**config.mk**
```make
export PLATFORM = sky130hd
export DESIGN_NAME = anim_scene_ctrl
export DESIGN_NICKNAME = d
export VERILOG_FILES = /design/src/rtl/anim_scene_ctrl.sv
export SDC_FILE = /design/constraint.sdc
export NUM_CORES = 1
export LEC_CHECK = 0
export CAP_MARGIN = 20
export CELL_PAD_IN_SITES_DETAIL_PLACEMENT = 2
export CELL_PAD_IN_SITES_GLOBAL_PLACEMENT = 2
export CORE_UTILIZATION = 35
export DETAILED_ROUTE_END_ITERATION = 6
export MAX_ROUTING_LAYER = met4
export PLACE_DENSITY_LB_ADDON = 0.25
export SYNTH_ARGS = -nofsm -noshare
export SYNTH_HDL_FRONTEND = slang
export SYNTH_SLANG_ARGS = --single-unit
```
**constraint.sdc**
```tcl
create_clock -name clk -period 9.75 [get_ports clk]
set_clock_uncertainty 0.2 [all_clocks]
set_input_delay 1.95 -clock clk [delete_from_list [all_inputs] [get_ports clk]]
set_output_delay 1.95 -clock clk [all_outputs]
set_load 0.02 [all_outputs]
```
**src/rtl/anim_scene_ctrl.sv**
```systemverilog
// anim_scene_ctrl: per-frame animation and scene sequencer.
//
// Produces NUM_AXES wrapping rotation angles (per-axis base step, shared speed shift and
// direction) and a model index that either auto-cycles every HOLD_FRAMES frames or advances
// on user request. User inputs are synchronised and edge-detected; pause and single-step are
// handled by a small RUN/PAUSED/STEP state machine. Motion is paced by the frame pulse.
//
// Optional build macro ANIM_FRAME_DIV_EN: adds parameter FRAME_DIV so that only every
// FRAME_DIV-th frame moves the angles and the model timer (single step bypasses it).
//
// Ports:
//   clk          system clock
//   rst_n        asynchronous active-low reset
//   frame        one-cycle start-of-frame pulse
//   ui_in        raw async user inputs: [0] pause toggle, [1] next model, [2] reverse,
//                [3] speed up, [4] speed down, [5] zero angles, [6] single step,
//                [7] auto-cycle enable (level)
//   angles       packed signed angles, axis i at [i*ANGLE_W +: ANGLE_W]
//   model_select current model index
//   model_change one-cycle pulse when model_select changes
//   paused       high in PAUSED state
//   speed_shift  current speed shift
module anim_scene_ctrl #(
    parameter int unsigned                   ANGLE_W     = 16,
    parameter int unsigned                   NUM_AXES    = 3,
    parameter logic [NUM_AXES*ANGLE_W-1:0]   AXIS_STEP   = {16'd7, 16'd7, 16'd7},
    parameter int unsigned                   NUM_MODELS  = 3,
    parameter int unsigned                   MODEL_INIT  = 2,
    parameter int unsigned                   HOLD_FRAMES = 180,
    parameter int unsigned                   MAX_SHIFT   = 3,
`ifdef ANIM_FRAME_DIV_EN
    parameter int unsigned                   FRAME_DIV   = 2,
`endif
    localparam int unsigned MODEL_W = (NUM_MODELS > 1) ? $clog2(NUM_MODELS) : 1,
    localparam int unsigned SHIFT_W = (MAX_SHIFT > 0) ? $clog2(MAX_SHIFT + 1) : 1
) (
    input  logic                               clk,
    input  logic                               rst_n,
    input  logic                               frame,
    input  logic [7:0]                         ui_in,
    output logic signed [NUM_AXES*ANGLE_W-1:0] angles,
    output logic [MODEL_W-1:0]                 model_select,
    output logic                               model_change,
    output logic                               paused,
    output logic [SHIFT_W-1:0]                 speed_shift
);

    localparam int unsigned TIMER_W = (HOLD_FRAMES > 1) ? $clog2(HOLD_FRAMES) : 1;

    typedef enum logic [1:0] {StRun, StPaused, StStep} state_e;

    // Synchroniser, edge detect and registered one-cycle events
    logic [7:0] ui_meta_q, ui_sync_q;
    logic [6:0] ui_prev_q, ev_q;

    logic ev_pause, ev_next, ev_rev, ev_up, ev_down, ev_zero, ev_step, auto_en;
    assign ev_pause = ev_q[0];
    assign ev_next  = ev_q[1];
    assign ev_rev   = ev_q[2];
    assign ev_up    = ev_q[3];
    assign ev_down  = ev_q[4];
    assign ev_zero  = ev_q[5];
    assign ev_step  = ev_q[6];
    assign auto_en  = ui_sync_q[7];

    state_e                             state_q, state_d;
    logic [NUM_AXES-1:0][ANGLE_W-1:0]   angle_q, angle_d, inc;
    logic                               dir_q, dir_d;   // 1 = reversed
    logic [SHIFT_W-1:0]                 shift_q, shift_d;
    logic [TIMER_W-1:0]                 timer_q, timer_d;
    logic [MODEL_W-1:0]                 model_q, model_d;
    logic                               model_change_q;

    logic run_tick, step_tick, upd, timer_count, expire, advance;

`ifdef ANIM_FRAME_DIV_EN
    localparam int unsigned DIV_W = (FRAME_DIV > 1) ? $clog2(FRAME_DIV) : 1;
    logic [DIV_W-1:0] div_q, div_d;
    logic             div_hit;

    assign div_hit   = (div_q == DIV_W'(FRAME_DIV - 1));
    assign run_tick  = frame && div_hit;
    assign step_tick = frame;   // a single step never waits on the divider

    always_comb begin
        div_d = div_q;
        if (state_q == StPaused && ev_step) begin
            div_d = '0;
        end else if (frame && (state_q == StRun || state_q == StStep)) begin
            div_d = div_hit ? '0 : div_q + 1'b1;
        end
    end

    always_ff @(posedge clk or negedge rst_n) begin
        if (!rst_n) div_q <= '0;
        else        div_q <= div_d;
    end
`else
    assign run_tick  = frame;
    assign step_tick = frame;
`endif

    // FSM next state
    always_comb begin
        state_d = state_q;
        unique case (state_q)
            StRun:    if (ev_pause) state_d = StPaused;
            StPaused: begin
                if (ev_pause)     state_d = StRun;
                else if (ev_step) state_d = StStep;
            end
            StStep: begin
                if (ev_pause)  state_d = StRun;      // pending step discarded
                else if (frame) state_d = StPaused;
            end
            default: state_d = StRun;
        endcase
    end

    assign upd = (state_q == StRun && run_tick) ||
                 (state_q == StStep && step_tick && !ev_pause);

    // Angle, direction and speed
    always_comb begin
        angle_d = angle_q;
        for (int i = 0; i < NUM_AXES; i++) begin
            inc[i] = AXIS_STEP[i*ANGLE_W +: ANGLE_W] << shift_q;
        end
        if (ev_zero) begin
            angle_d = '0;
        end else if (upd) begin
            for (int i = 0; i < NUM_AXES; i++) begin
                angle_d[i] = dir_q ? angle_q[i] - inc[i] : angle_q[i] + inc[i];
            end
        end
    end

    assign dir_d = dir_q ^ ev_rev;

    always_comb begin
        shift_d = shift_q;
        if (ev_up && !ev_down && shift_q != SHIFT_W'(MAX_SHIFT)) begin
            shift_d = shift_q + 1'b1;
        end else if (ev_down && !ev_up && shift_q != '0) begin
            shift_d = shift_q - 1'b1;
        end
    end

    // Model timer and selection; a manual advance and an expiry together advance once
    assign timer_count = (state_q == StRun) && auto_en && run_tick;
    assign expire      = timer_count && (timer_q == TIMER_W'(HOLD_FRAMES - 1));
    assign advance     = ev_next || expire;

    always_comb begin
        timer_d = timer_q;
        model_d = model_q;
        if (advance) begin
            timer_d = '0;
            model_d = (model_q == MODEL_W'(NUM_MODELS - 1)) ? '0 : model_q + 1'b1;
        end else if (timer_count) begin
            timer_d = timer_q + 1'b1;
        end
    end

    always_ff @(posedge clk or negedge rst_n) begin
        if (!rst_n) begin
            ui_meta_q      <= '0;
            ui_sync_q      <= '0;
            ui_prev_q      <= '0;
            ev_q           <= '0;
            state_q        <= StRun;
            angle_q        <= '0;
            dir_q          <= 1'b0;
            shift_q        <= '0;
            timer_q        <= '0;
            model_q        <= MODEL_W'(MODEL_INIT);
            model_change_q <= 1'b0;
        end else begin
            ui_meta_q      <= ui_in;
            ui_sync_q      <= ui_meta_q;
            ui_prev_q      <= ui_sync_q[6:0];
            ev_q           <= ui_sync_q[6:0] & ~ui_prev_q;
            state_q        <= state_d;
            angle_q        <= angle_d;
            dir_q          <= dir_d;
            shift_q        <= shift_d;
            timer_q        <= timer_d;
            model_q        <= model_d;
            model_change_q <= (model_d != model_q);
        end
    end

    assign angles       = angle_q;
    assign model_select = model_q;
    assign model_change = model_change_q;
    assign paused       = (state_q == StPaused);
    assign speed_shift  = shift_q;

endmodule

```
-- After elaboration in Yosys (flattened, before gate mapping)
Cells that the tools add are included.
- bits in registers: 94
- output and inout port bits: 54
- logic and storage cells: 74
- $add $sub $neg: 10
- eq/ne operators: 9
- shift-type cells: 1
- multiplexer cells: 17
- bitwise gates (word level): 3
- reductions and logical operators: 21
- operator list (kind ; count):
    $mux 48 ; 2
    $add 16x16->16 ; 3
    $mux 16 ; 3
    $sub 16x16->16 ; 3
    $mux 2 ; 9
    $mux 8 ; 2
    $shl 3x2->16 const A ; 1
    $logic_and 1x1->1 ; 10
    $add 8x1->8 const B ; 1
    $eq 8x8->1 const B ; 1
    $reduce_bool 2->1 ; 4
    $and 7x7->7 ; 1
    $not 7->7 ; 1
    $pmux 2 s3 ; 1
    $add 2x1->2 const B ; 2
    $eq 2x2->1 const B ; 2
    $ne 2x2->1 const B ; 2
    $logic_not 1->1 ; 3
    $ne 3x1->1 const B ; 1
    $ne 3x3->1 const B ; 1
    $reduce_and 3->1 ; 1
    $eq 2x1->1 const B ; 1
    $logic_not 2->1 ; 1
    $logic_or 1x1->1 ; 2
    other kinds (3) ; 3

-- Depth between registers and ports, before layout
Gate-level depths: netlist (run 1).
- depth in word-level cells: 7
- depth in mapped cells: 12
- mapped depth without buffers: 12

-- Worst setup path after synthesis (run 1)
OpenSTA, ideal clock, no wires.
- path type: input to register
- start: input port frame
- end: register model_q[0] (netlist: model_select[0])
- data arrival time: 3.303 ns
- required time: 9.425 ns
- setup slack: 6.122 ns
- stages: 6
- cell sequence: nand2b_1 nor3b_1 and2_1 and3_1 a21o_1 mux2_2
- longest elaborated chain between the ends: 4
- RTL lines (item ; line ; RTL):
    from (decl) ; 39 ; input logic frame,
    $logic_and 1x1->1 ; 150 ; assign timer_count = (state_q == StRun) && auto_en && run_tick;
    $logic_and 1x1->1 ; 151 ; assign expire = timer_count && (timer_q == TIMER_W'(HOLD_FRAMES - 1));
    $logic_or 1x1->1 ; 152 ; assign advance = ev_next || expire;
    $mux 2 ; 157 ; if (advance) begin
    net model_d[0] ; 71 ; logic [MODEL_W-1:0] model_q, model_d;
    to (signal assigned) ; 176 ; model_q <= MODEL_W'(MODEL_INIT);
    to (signal assigned) ; 188 ; model_q <= model_d;
    to (decl) ; 71 ;
The timed path passes the listed nets, and every way through them passes these cells.
A chain may end at the register's enable or synchronous reset.

-- Worst setup path in the final report (run 1)
Ends and elaborated chain as after synthesis.

==> summary.txt, run 1 <==
Layout
  – Number of antenna diodes: 0
  – Area Overhead vs Synth: 20.5%
  – Layout cells sized above 1: 0.0601
  – Post-route cell area: 6880 sq um
  – NumNets Final: 730

Clock tree
  – CTS sink cnt: 94
  – CTS tree: done
  – CTS buffer count: 9
  – H-tree depth: 3
  – Cts hold-fix bufs: 0
  – CTS resizes: 0
  – Worst skew pair latency: 360 ps
  – # Post-CTS Setup Buffers: 0
  – Clock transition at path regs: 80 ps
  – Clock tree buffer depth: 2
  – Clk root buf: clkbuf_16

Place
  – Port Buffers: 64
  – Final Wtd Congestion: 0.813
  – Placed Area: 6600 sq um
  – HPWL after DPL: 12,100 um

Run
  – MaxCap Viol Count: 0

Outcome
  – Status: complete, no violations

Die
  – Die W: 130 um
  – Die Ht: 130 um
  – I/O Pins: 65
  – Core area: 15,900 sq um
  – Die area: 16,800 sq um
  – Rows: 46
  – Starting density of the core: 0.360

Pwr
  – VDD IR max: 0.159 mV
  – Total power: 2850 uW
  – Leakage: 0.00308 uW
  – Power density cells: 413 nW/um^2

STA
  – Sum Neg Setup Slack: 0 ps
  – Fmax: 0.232 GHz
  – Slew Limit Fails: 0
  – Minimum clock period: 4300 ps
  – Hold Violations, Final: 0
  – Hold Slack: 155 ps
  – Least-Margin Pin Slew: 824 ps
  – Worst rel slew slack: 0.451
  – RSZ-0062 raised after global routing: false
  – Final setup viols: 0
  – Final period utilization: 0.441

GRT
  – Largest net degree at the start of global routing: 62
  – Tot GR Track Use: 0.229
  – Number of global-route vias before repair: 5,477
  – Initial antenna violation count: 0
  – GR Overflow Total: 0
  – First-pass GRT wire length: 28,800 um

Synth
  – Cell accounting for the most synthesized area: dfrtp_1
  – Main area contributors after synthesis: dfrtp_1 (41%), ha_1 (12%), a21oi_1 (5.0%), nor2_1 (3.7%), xnor2_1 (3.4%)
  – #FFs+latches synth: 94
  – Number of synthesized flops with an enable pin: 0
  – Ys async rst share: 1.00
  – Top_reg_cell synth: dfrtp_1
  – Commonest cells in the synthesized netlist: dfrtp_1 (93), a21oi_1 (57), nor2_1 (56)
  – Unique masters post-synth: 60
  – Sequential fraction of the synthesis area: 0.412
  – Syn Inst Count: 601
  – Share of the synthesized area in the top cell type: 0.407
  – Synth warn: 0
  – Net count after synthesis: 670
  – Cell with the most instances after synthesis: dfrtp_1
  – Syn Area/Cell: 9.51 sq um
  – Synthesized cell area: 5710 sq um

Critical path
  – CP top delay family: simple AND/OR/NAND/NOR gates
  – Worst path required time: 9790 ps
  – CP Max Fanout: 12
  – Critical Path Max Stage Delay: 530 ps
  – Critical Path End Type: register
  – WS Path Type: input port to register
  – Critical-path top delay cell: nor3b_1
  – Reg-to-reg slack, setup: 5800 ps
  – Reg2Reg Depth: 12
  – CP Launch Type: input port
  – Buffer and inverter count on the worst path: 1
  – RR Startpoint: speed_shift[1]$_DFFE_PN0P_
  – CP Data Arrival Time: 4340 ps
  – Reg-to-reg endpoint: angles[31]$_DFFE_PN0P_
  – CP cell instances: clkdlybuf4s50_1 > nand2b_1 > nor3b_1 > and2_1 > and3_1 > a21o_1 > mux2_2

Drt
  – DRT Pass-1 Iters: 4
  – Routed Antenna Nets: 0
  – Detailed Route Iter0 Violations: 128
  – Drt wl/cell: 19.4 um
  – Vias per std cell: 5.53
  – Vias: 4,877
  – WL final: 17,100 um
  – Residual DRC: 0

Hold path
  – Hold endpoint: ui_sync_q[2]$_DFF_PN0_
  – Hold Path Class: register to register
  – Hold Crit Depth: 0
  – Min-delay src: ui_meta_q[2]$_DFF_PN0_
-- power breakdown --
part / internal [uW] / switching, uW / leakage (uW)
Combinational: 817 / 1080 / 0.00175
Sequential: 491 / 105 / 0.00118
Clock: 180 / 178 / 0.000145
-- final cells by class --
cell class | count | area [sq um]
tap | 216 | 270
fill | 1734 | 9000
inverter | 17 | 63.8
sequential | 94 | 2350
multi-input combinational | 470 | 3230
clock buffer | 9 | 225
timing repair buffer | 69 | 676
clock inverter | 7 | 62.6
-- metal layers --
metal  global-route usage  up-vias  routed length [um]
li1                     -     2285                   -
met5                    -        -                   0
met2                0.405       54                8890
met4               0.0663        0                 280
met1                0.271     2517                7650
met3               0.0320       21                 326
-- cell families after synthesis --
| kind of cell | after synthesis | share of synthesized area |
|---|---|---|
| flops | 94 | 0.412 |
| xor+xnor | 35 | 0.0536 |
| compound gates | 163 | 0.185 |
| mux | 5 | 0.00942 |
| simple gates | 209 | 0.184 |
| fa+ha+maj | 58 | 0.131 |
| buf+inv | 37 | 0.0245 |
-- per-stage QoR --
stage	worst slack (ps)	instances	utilization
detailed placement	5100	866	0.415
finish	5450	882	0.433
global route	5310	882	0.433
global placement	5220	866	0.415
CTS	5450	882	0.433
floorplan	6120	601	-
-- worst max-delay path by stage --
stage / start / to / slack (ps) / cells after the start
after CTS: frame / model_select[0]$_DFF_PN0_ / 5450 / 7
final: frame / model_select[0]$_DFF_PN0_ / 5450 / 7
after detailed placement: frame / model_select[0]$_DFF_PN0_ / 5100 / 7
after global placement: frame / model_select[0]$_DFF_PN0_ / 5220 / 7
after floorplan: frame / model_select[0]$_DFF_PN0_ / 6120 / 6
after global routing: frame / model_select[0]$_DFF_PN0_ / 5310 / 7
-- sequential cells by signal, summed over array words and instances (netlist names) --
name and count:
speed_shift 2, model_change 1, ev_q 7, ui_prev_q 7, state_q 2, ui_sync_q 8, angles 48, model_select 2
dir_q 1, timer_q 8, ui_meta_q 8
-- cells in the final DEF (no fill, tap or decap), types with 4 or more instances in the layout --
cell type         n
dfrtp_1          92
clkdlybuf4s50_1  63
a21oi_1          56
nor2_1           56
ha_1             55
nand2_1          51
o21ai_0          22
xnor2_1          22
nor2b_1          20
inv_1            17
nor3_1           16
a21o_1           14
xor2_1           13
a211oi_1         13
o21a_1           13
nand3_1          12
clkbuf_16         9
or3_1             8
nor3b_1           7
nand2b_1          6
buf_4             6
o31a_1            5
a31oi_1           5
and3_1            4
nand4_1           4
o31ai_1           4
nor4_1            4
inv_6             4
Note: power is estimated with default switching activity, not from simulation.
==> run 2: changes to the inputs <==
--- a/config.mk
+++ b/config.mk
@@ -8,7 +8,7 @@
 export CAP_MARGIN = 20
 export CELL_PAD_IN_SITES_DETAIL_PLACEMENT = 2
 export CELL_PAD_IN_SITES_GLOBAL_PLACEMENT = 2
-export CORE_UTILIZATION = 35
+export CORE_UTILIZATION = 32
 export DETAILED_ROUTE_END_ITERATION = 6
 export MAX_ROUTING_LAYER = met4
 export PLACE_DENSITY_LB_ADDON = 0.25
==> constraint.sdc (replaced) <==
create_clock -name clk -period 3.5 [get_ports clk]
set_clock_uncertainty 0.2 [all_clocks]
set_input_delay 0.7 -clock clk [delete_from_list [all_inputs] [get_ports clk]]
set_output_delay 0.7 -clock clk [all_outputs]
set_load 0.02 [all_outputs]
==> run 2 against run 1 <==
Effect of this change:
- global-route usage is 2.0 points lower
- power grew to 2.9 times the previous value
- first-iteration DRC count is 5.5% higher
- die area rose by 9.2%
==> summary.txt, run 2 (synthesized netlist as in run 1, its figures left out) <==
Die
  – Starting density of the core: 0.329 (-0.0305)
  – Die Ht: 136 um (+4.5%)
  – Die area: 18,400 sq um (+9.2%)
  – Core area: 17,400 sq um (+9.3%)
  – I/O Pins: 65 (unchanged)
  – Rows: 48 (+4.3%)
  – Die W: 136 um (+4.5%)

Pwr
  – Power density cells: 1160 nW/um^2 (+180%)
  – VDD IR max: 0.427 mV (+170%)
  – Leakage: 0.00317 uW (+2.9%)

Clock tree
  – Clock tree buffer depth: 2 (unchanged)
  – Clk root buf: clkbuf_16
  – Cts hold-fix bufs: 0 (unchanged)
  – CTS buffer count: 9 (unchanged)
  – CTS tree: done
  – Worst skew pair latency: 360 ps (about the same)
  – CTS sink cnt: 94 (unchanged)
  – Clock transition at path regs: 80 ps (about the same)
  – H-tree depth: 3 (unchanged)

Layout
  – Flip-flop count of the largest register after layout: 48 (unchanged)
  – Most frequent cells in the layout: dfrtp_1 (92), clkdlybuf4s50_1 (63), a21oi_1 (56), nor2_1 (56), ha_1 (55)
  – Layout cells sized above 1: 0.0865 (+0.0265)
  – Number of antenna diodes: 0 (unchanged)
  – NumNets Final: 746 (+2.2%)
  – Multi-input logic area: 3240 sq um (+0.39%)
  – Most common cell after layout, fill and taps aside: dfrtp_1
  – Area Overhead vs Synth: 23.7%
  – FILL cells: 1,912 (+10%)
  – Register area: 2350 sq um (unchanged)

Drt
  – Vias per std cell: 5.39 (-2.5%)
  – WL final: 17,300 um (+0.68%)
  – Residual DRC: 0 (unchanged)
  – DRT Pass-1 Iters: 4 (unchanged)
  – Routed Antenna Nets: 0 (unchanged)
  – Drt wl/cell: 19.0 um (-2.1%)
  – Vias: 4,889 (+0.25%)
  – Detailed Route Iter0 Violations: 135 (+5.5%)

Critical path
  – Critical-path top delay cell: dfrtp_1
  – CP Max Fanout: 8 (-4)
  – Most frequent CP cell: a21oi_1
  – Worst path required time: 3580 ps (-6210 ps)
  – CP Data Arrival Time: 3420 ps (-920 ps)
  – Critical Path End Type: register
  – CP top delay family: compound AO/OA/AOI/OAI gates
  – Critical Path Max Stage Delay: 440 ps (-90 ps)
  – Reg-to-reg slack, setup: 160 ps (-5640 ps)
  – CP cell instances: inv_1 > ha_1 > a21oi_1 > inv_2 > ha_1 > and4_1 > a31o_2 > a21oi_1 > o221a_2 > xnor2_1 > or3_1 > a21oi_1
  – WS Path Type: register to register
  – CP Launch Type: register
  – Buffer and inverter count on the worst path: 2 (+1)

STA
  – Minimum clock period: 3340 ps
  – Final period utilization: 0.953
  – Hold Slack: 126 ps (-29.2 ps)
  – Slew Limit Fails: 0 (unchanged)
  – Least-Margin Pin Slew: 693 ps (-131 ps)
  – Final setup viols: 0 (unchanged)
  – Worst rel slew slack: 0.538 (+0.0870)
  – Hold Violations, Final: 0 (unchanged)
  – Sum Neg Setup Slack: 0 ps (unchanged)
  – RSZ-0062 raised after global routing: false
  – Fmax: 0.300 GHz

GRT
  – Largest net degree at the start of global routing: 55 (-11%)
  – First-pass GRT wire length: 28,900 um (+0.22%)
  – Number of global-route vias before repair: 5,605 (+2.3%)
  – Initial antenna violation count: 0 (unchanged)
  – GR Overflow Total: 0 (unchanged)
  – Tot GR Track Use: 0.209 (-0.0199)

Hold path
  – Hold Path Class: input port to asynchronous set/reset pin

Place
  – HPWL after DPL: 13,000 um (+7.2%)
  – Port Buffers: 64 (unchanged)
  – Final Wtd Congestion: 0.840 (+3.3%)

Outcome
  – Status: complete, no violations

Run
  – MaxCap Viol Count: 0 (unchanged)
run 2: changes by cell type in the layout (fill, tap and decap cells not counted), sizes merged:
cell,delta
buf,+16
inv,-2
bufinv,+1
clkbuf,+1
run 2: through the flow:
step,setup WS [ps],util,cells,cell area [sq um],total power (uW)
2_1_floorplan,175,-,601,5710,5300
3_3_place_gp,207,0.389,890,6750,6770
3_5_place_dp,-0.0719,0.389,890,6750,7090
4_1_cts,62.5,0.407,906,7060,8240
5_1_grt,0.573,0.407,907,7070,8900
6_report,164,0.407,907,7070,8170
run 2: worst paths after layout:
check,start,to,cells past startpoint
worst min-delay path,rst_n,ui_prev_q[1]$_DFF_PN0_,1
max in group asynchronous,rst_n,angles[34]$_DFFE_PN0P_,2
worst min register to register,ui_meta_q[2]$_DFF_PN0_,ui_sync_q[2]$_DFF_PN0_,0
worst max register to register,speed_shift[0]$_DFFE_PN0P_,angles[31]$_DFFE_PN0P_,12
worst max-delay path,speed_shift[0]$_DFFE_PN0P_,angles[31]$_DFFE_PN0P_,12
min in group clk,ui_meta_q[2]$_DFF_PN0_,ui_sync_q[2]$_DFF_PN0_,0
run 2: cell type report:
cell class / count / share of cell area
Sequential cell: 94 / 0.333
Clock inverter: 6 / 0.0108
Timing Repair Buffer: 85 / 0.116
Inverter: 17 / 0.00902
Clock buffer: 10 / 0.0324
Multi-Input combinational cell: 470 / 0.459
Tap cell: 225 / 0.0398
run 2: routing by layer:
metal,part of all wire,track usage,vias to the layer above
li1,-,-,2316
met2,0.51,0.365,62
met1,0.45,0.248,2497
met5,0,-,-
met4,0.012,0.0581,0
met3,0.025,0.0325,14
run 2: repair_timing:
item                                    CTS  global route
pin swaps                                 0             1
endpoints found under the setup margin    3             7
gates resized for setup                   2             5
buffers inserted                          0             1
run 2: power breakdown:
| part | switching (uW) | internal (uW) | total (uW) |
|---|---|---|---|
| Sequential | 284 | 1370 | 1650 |
| Combinational | 3050 | 2410 | 5460 |
| Clock | 487 | 570 | 1060 |
| Total | 3820 | 4350 | 8170 |
==> run 3: changes to the inputs <==
--- a/config.mk
+++ b/config.mk
@@ -5,13 +5,15 @@
 export SDC_FILE = /design/constraint.sdc
 export NUM_CORES = 1
 export LEC_CHECK = 0
+export ABC_AREA = 1
 export CAP_MARGIN = 20
 export CELL_PAD_IN_SITES_DETAIL_PLACEMENT = 2
 export CELL_PAD_IN_SITES_GLOBAL_PLACEMENT = 2
-export CORE_UTILIZATION = 32
+export CORE_UTILIZATION = 30
 export DETAILED_ROUTE_END_ITERATION = 6
 export MAX_ROUTING_LAYER = met4
 export PLACE_DENSITY_LB_ADDON = 0.25
+export SKIP_CTS_REPAIR_TIMING = 1
 export SYNTH_ARGS = -nofsm -noshare
 export SYNTH_HDL_FRONTEND = slang
 export SYNTH_SLANG_ARGS = --single-unit
==> run 3 against run 2 <==
Effect of this change:
- global-route usage decreased by 1.0 points
- count of clock-buffer cells in the layout decreased by 1
- power increased by 1.2%
- first-iteration DRC count increased by 34%
- hold slack improved by 8.2 ps
- register-to-register slack improved by 370 ps
- synthesized area increased by 11%
- largest power group unchanged
- highest routed layer unchanged
==> summary.txt, run 3 <==
Outcome
  – Status: complete, no violations

Drt
  – DRT Pass-1 Iters: 4 (unchanged)
  – Vias: 5,882 (+20%)
  – Drt wl/cell: 15.8 um (-17%)
  – Routed Antenna Nets: 0 (unchanged)
  – Vias per std cell: 4.72 (-12%)
  – WL final: 19,700 um (+14%)
  – Detailed Route Iter0 Violations: 181 (+34%)
  – Residual DRC: 0 (unchanged)

Pwr
  – Power density cells: 1090 nW/um^2 (-6.1%)
  – VDD IR max: 0.399 mV (-6.7%)
  – Leakage: 0.00415 uW (+31%)

Clock tree
  – Clock transition at path regs: 90 ps (about the same)
  – Clock tree buffer depth: 2 (unchanged)
  – Clk root buf: clkbuf_16
  – CTS sink cnt: 94 (unchanged)
  – Worst skew pair latency: 370 ps (about the same)
  – H-tree depth: 3 (unchanged)
  – CTS buffer count: 9 (unchanged)
  – CTS tree: done

GRT
  – GR Overflow Total: 0 (unchanged)
  – Largest net degree at the start of global routing: 45 (-18%)
  – Initial antenna violation count: 0 (unchanged)
  – Number of global-route vias before repair: 6,553 (+17%)
  – First-pass GRT wire length: 32,900 um (+14%)
  – Tot GR Track Use: 0.199 (-0.0104)

Place
  – HPWL after DPL: 15,000 um (+16%)
  – Final Wtd Congestion: 0.820 (-2.4%)
  – Cells after DPL: 1,229 (+38%)
  – Port Buffers: 64 (unchanged)
  – Placed Area: 7320 sq um (+8.6%)

Synth
  – Synthesized cell area: 6340 sq um (+11%)
  – Synth warn: 0 (unchanged)
  – Cell accounting for the most synthesized area: dfrtp_1
  – Ys async rst share: 1.00 (unchanged)
  – Number of synthesized flops with an enable pin: 0 (unchanged)
  – Net count after synthesis: 965 (+44%)
  – Sequential fraction of the synthesis area: 0.371 (-0.0406)
  – Syn Inst Count: 896 (+49%)
  – Cell with the most instances after synthesis: nand2_1
  – Unique masters post-synth: 33 (-45%)
  – #FFs+latches synth: 94 (unchanged)
  – Top_reg_cell synth: dfrtp_1
  – Syn Area/Cell: 7.08 sq um (-26%)
  – Main area contributors after synthesis: dfrtp_1 (37%), nand2_1 (20%), ha_1 (11%), inv_1 (9.1%), nand3_1 (5.0%)
  – Commonest cells in the synthesized netlist: nand2_1 (331), inv_1 (153), dfrtp_1 (93)
  – Share of the synthesized area in the top cell type: 0.367 (-0.0402)

Critical path
  – WS Path Type: register to register
  – CP Launch Type: register
  – CP Data Arrival Time: 3030 ps (-390 ps)
  – Worst path required time: 3570 ps (about the same)
  – Critical Path End Type: register
  – CP Max Fanout: 9 (+1)

Layout
  – Area Overhead vs Synth: 20.2%
  – Non-Filler Instances: 1,245 (+37%)
  – Most frequent cells in the layout: nand2_1 (331), inv_1 (153), dfrtp_1 (93), nand3_1 (63), clkdlybuf4s50_1 (63)
  – Most common cell after layout, fill and taps aside: nand2_1
  – Number of antenna diodes: 0 (unchanged)
  – Post-route cell area: 7620 sq um (+7.8%)
  – Layout cells sized above 1: 0.0513 (-0.0352)
  – Flip-flop count of the largest register after layout: 48 (unchanged)
  – NumNets Final: 1,039 (+39%)

Die
  – Starting density of the core: 0.309 (-0.0199)
  – Die Ht: 147 um (+8.7%)
  – Rows: 52 (+8.3%)
  – Die area: 21,700 sq um (+18%)
  – I/O Pins: 65 (unchanged)
  – Die W: 147 um (+8.7%)
  – Core area: 20,500 sq um (+18%)

STA
  – Hold Violations, Final: 0 (unchanged)
  – Final period utilization: 0.847 (-0.106)
  – Fmax: 0.337 GHz (+12%)
  – Slew Limit Fails: 0 (unchanged)
  – Sum Neg Setup Slack: 0 ps (unchanged)
  – RSZ-0062 raised after global routing: false
  – Final setup viols: 0 (unchanged)
  – Minimum clock period: 2970 ps (-370 ps)
  – Worst rel slew slack: 0.593 (+0.0552)
  – Least-Margin Pin Slew: 610 ps (-83.6 ps)

Run
  – MaxCap Viol Count: 0 (unchanged)

Hold path
  – Hold Path Class: input port to asynchronous set/reset pin
## run 3: stage by stage
| step | util | power, uW | setup WS, ps | hold slack, ps |
|---|---|---|---|---|
| after floorplan | - | 5450 | 915 | 131 |
| after global placement | 0.357 | 7110 | 573 | 132 |
| after detailed placement | 0.357 | 7280 | 552 | 137 |
| after CTS | 0.372 | 8420 | 510 | 155 |
| after global routing | 0.372 | 9140 | 313 | 166 |
| final | 0.372 | 8270 | 535 | 134 |
## run 3: area by class of cell
type	count	area, sq um
Inverter	157	589
Sequential cell	94	2350
Timing Repair Buffer	74	713
Multi-Input combinational cell	634	3330
Clock inverter	7	71.3
Tap cell	270	338
Fill cell	2456	12900
Clock buffer	9	225
## run 3: path summary, 6_finish.rpt
path	startpoint	endpoint	slack [ps]	cells after the start
worst min register to register	ui_meta_q[2]$_DFF_PN0_	ui_sync_q[2]$_DFF_PN0_	150	0
max in group asynchronous	rst_n	model_select[1]$_DFF_PN1_	2180	2
min in group clk	ui_meta_q[2]$_DFF_PN0_	ui_sync_q[2]$_DFF_PN0_	150	0
worst max register to register	speed_shift[0]$_DFFE_PN0P_	angles[45]$_DFFE_PN0P_	530	13
worst min-delay path	rst_n	timer_q[5]$_DFFE_PN0P_	130	1
worst max-delay path	speed_shift[0]$_DFFE_PN0P_	angles[45]$_DFFE_PN0P_	530	13
## run 3: routing by layer
metal | vias up | track usage | routed length, um | part of all wire
li1 | 2923 | - | - | -
met1 | 2890 | 0.231 | 9010 | 0.46
met2 | 56 | 0.362 | 10200 | 0.51
met3 | 13 | 0.0219 | 336 | 0.017
met4 | 0 | 0.0536 | 232 | 0.012
met5 | - | - | 0 | 0
## run 3: critical path, stage by stage, from the launching register on
cell and delay, ps:
dfrtp_1 500, inv_1 130, ha_1 330, nand2_1 120, nand2_2 230, ha_1 460
nand2_1 220, inv_1 90, nand2_1 80, nand2_1 50, a21oi_1 210, nand3_1 100
nand3_1 90, nand2_1 50
## run 3: power breakdown
group,internal [uW],switching (uW)
clock network,510,518
registers,1350,275
logic,2010,3610
total,3870,4400
## run 3: kinds of logic (layout without fill, tap and decap cells)
kind of cell,after synthesis,in the layout,share of synthesized area
compound gates,78,78,0.0677
xor+xnor,18,18,0.0249
fa+ha+maj,58,58,0.118
buf+inv,168,247,0.103
flops,94,94,0.371
simple gates,480,480,0.315
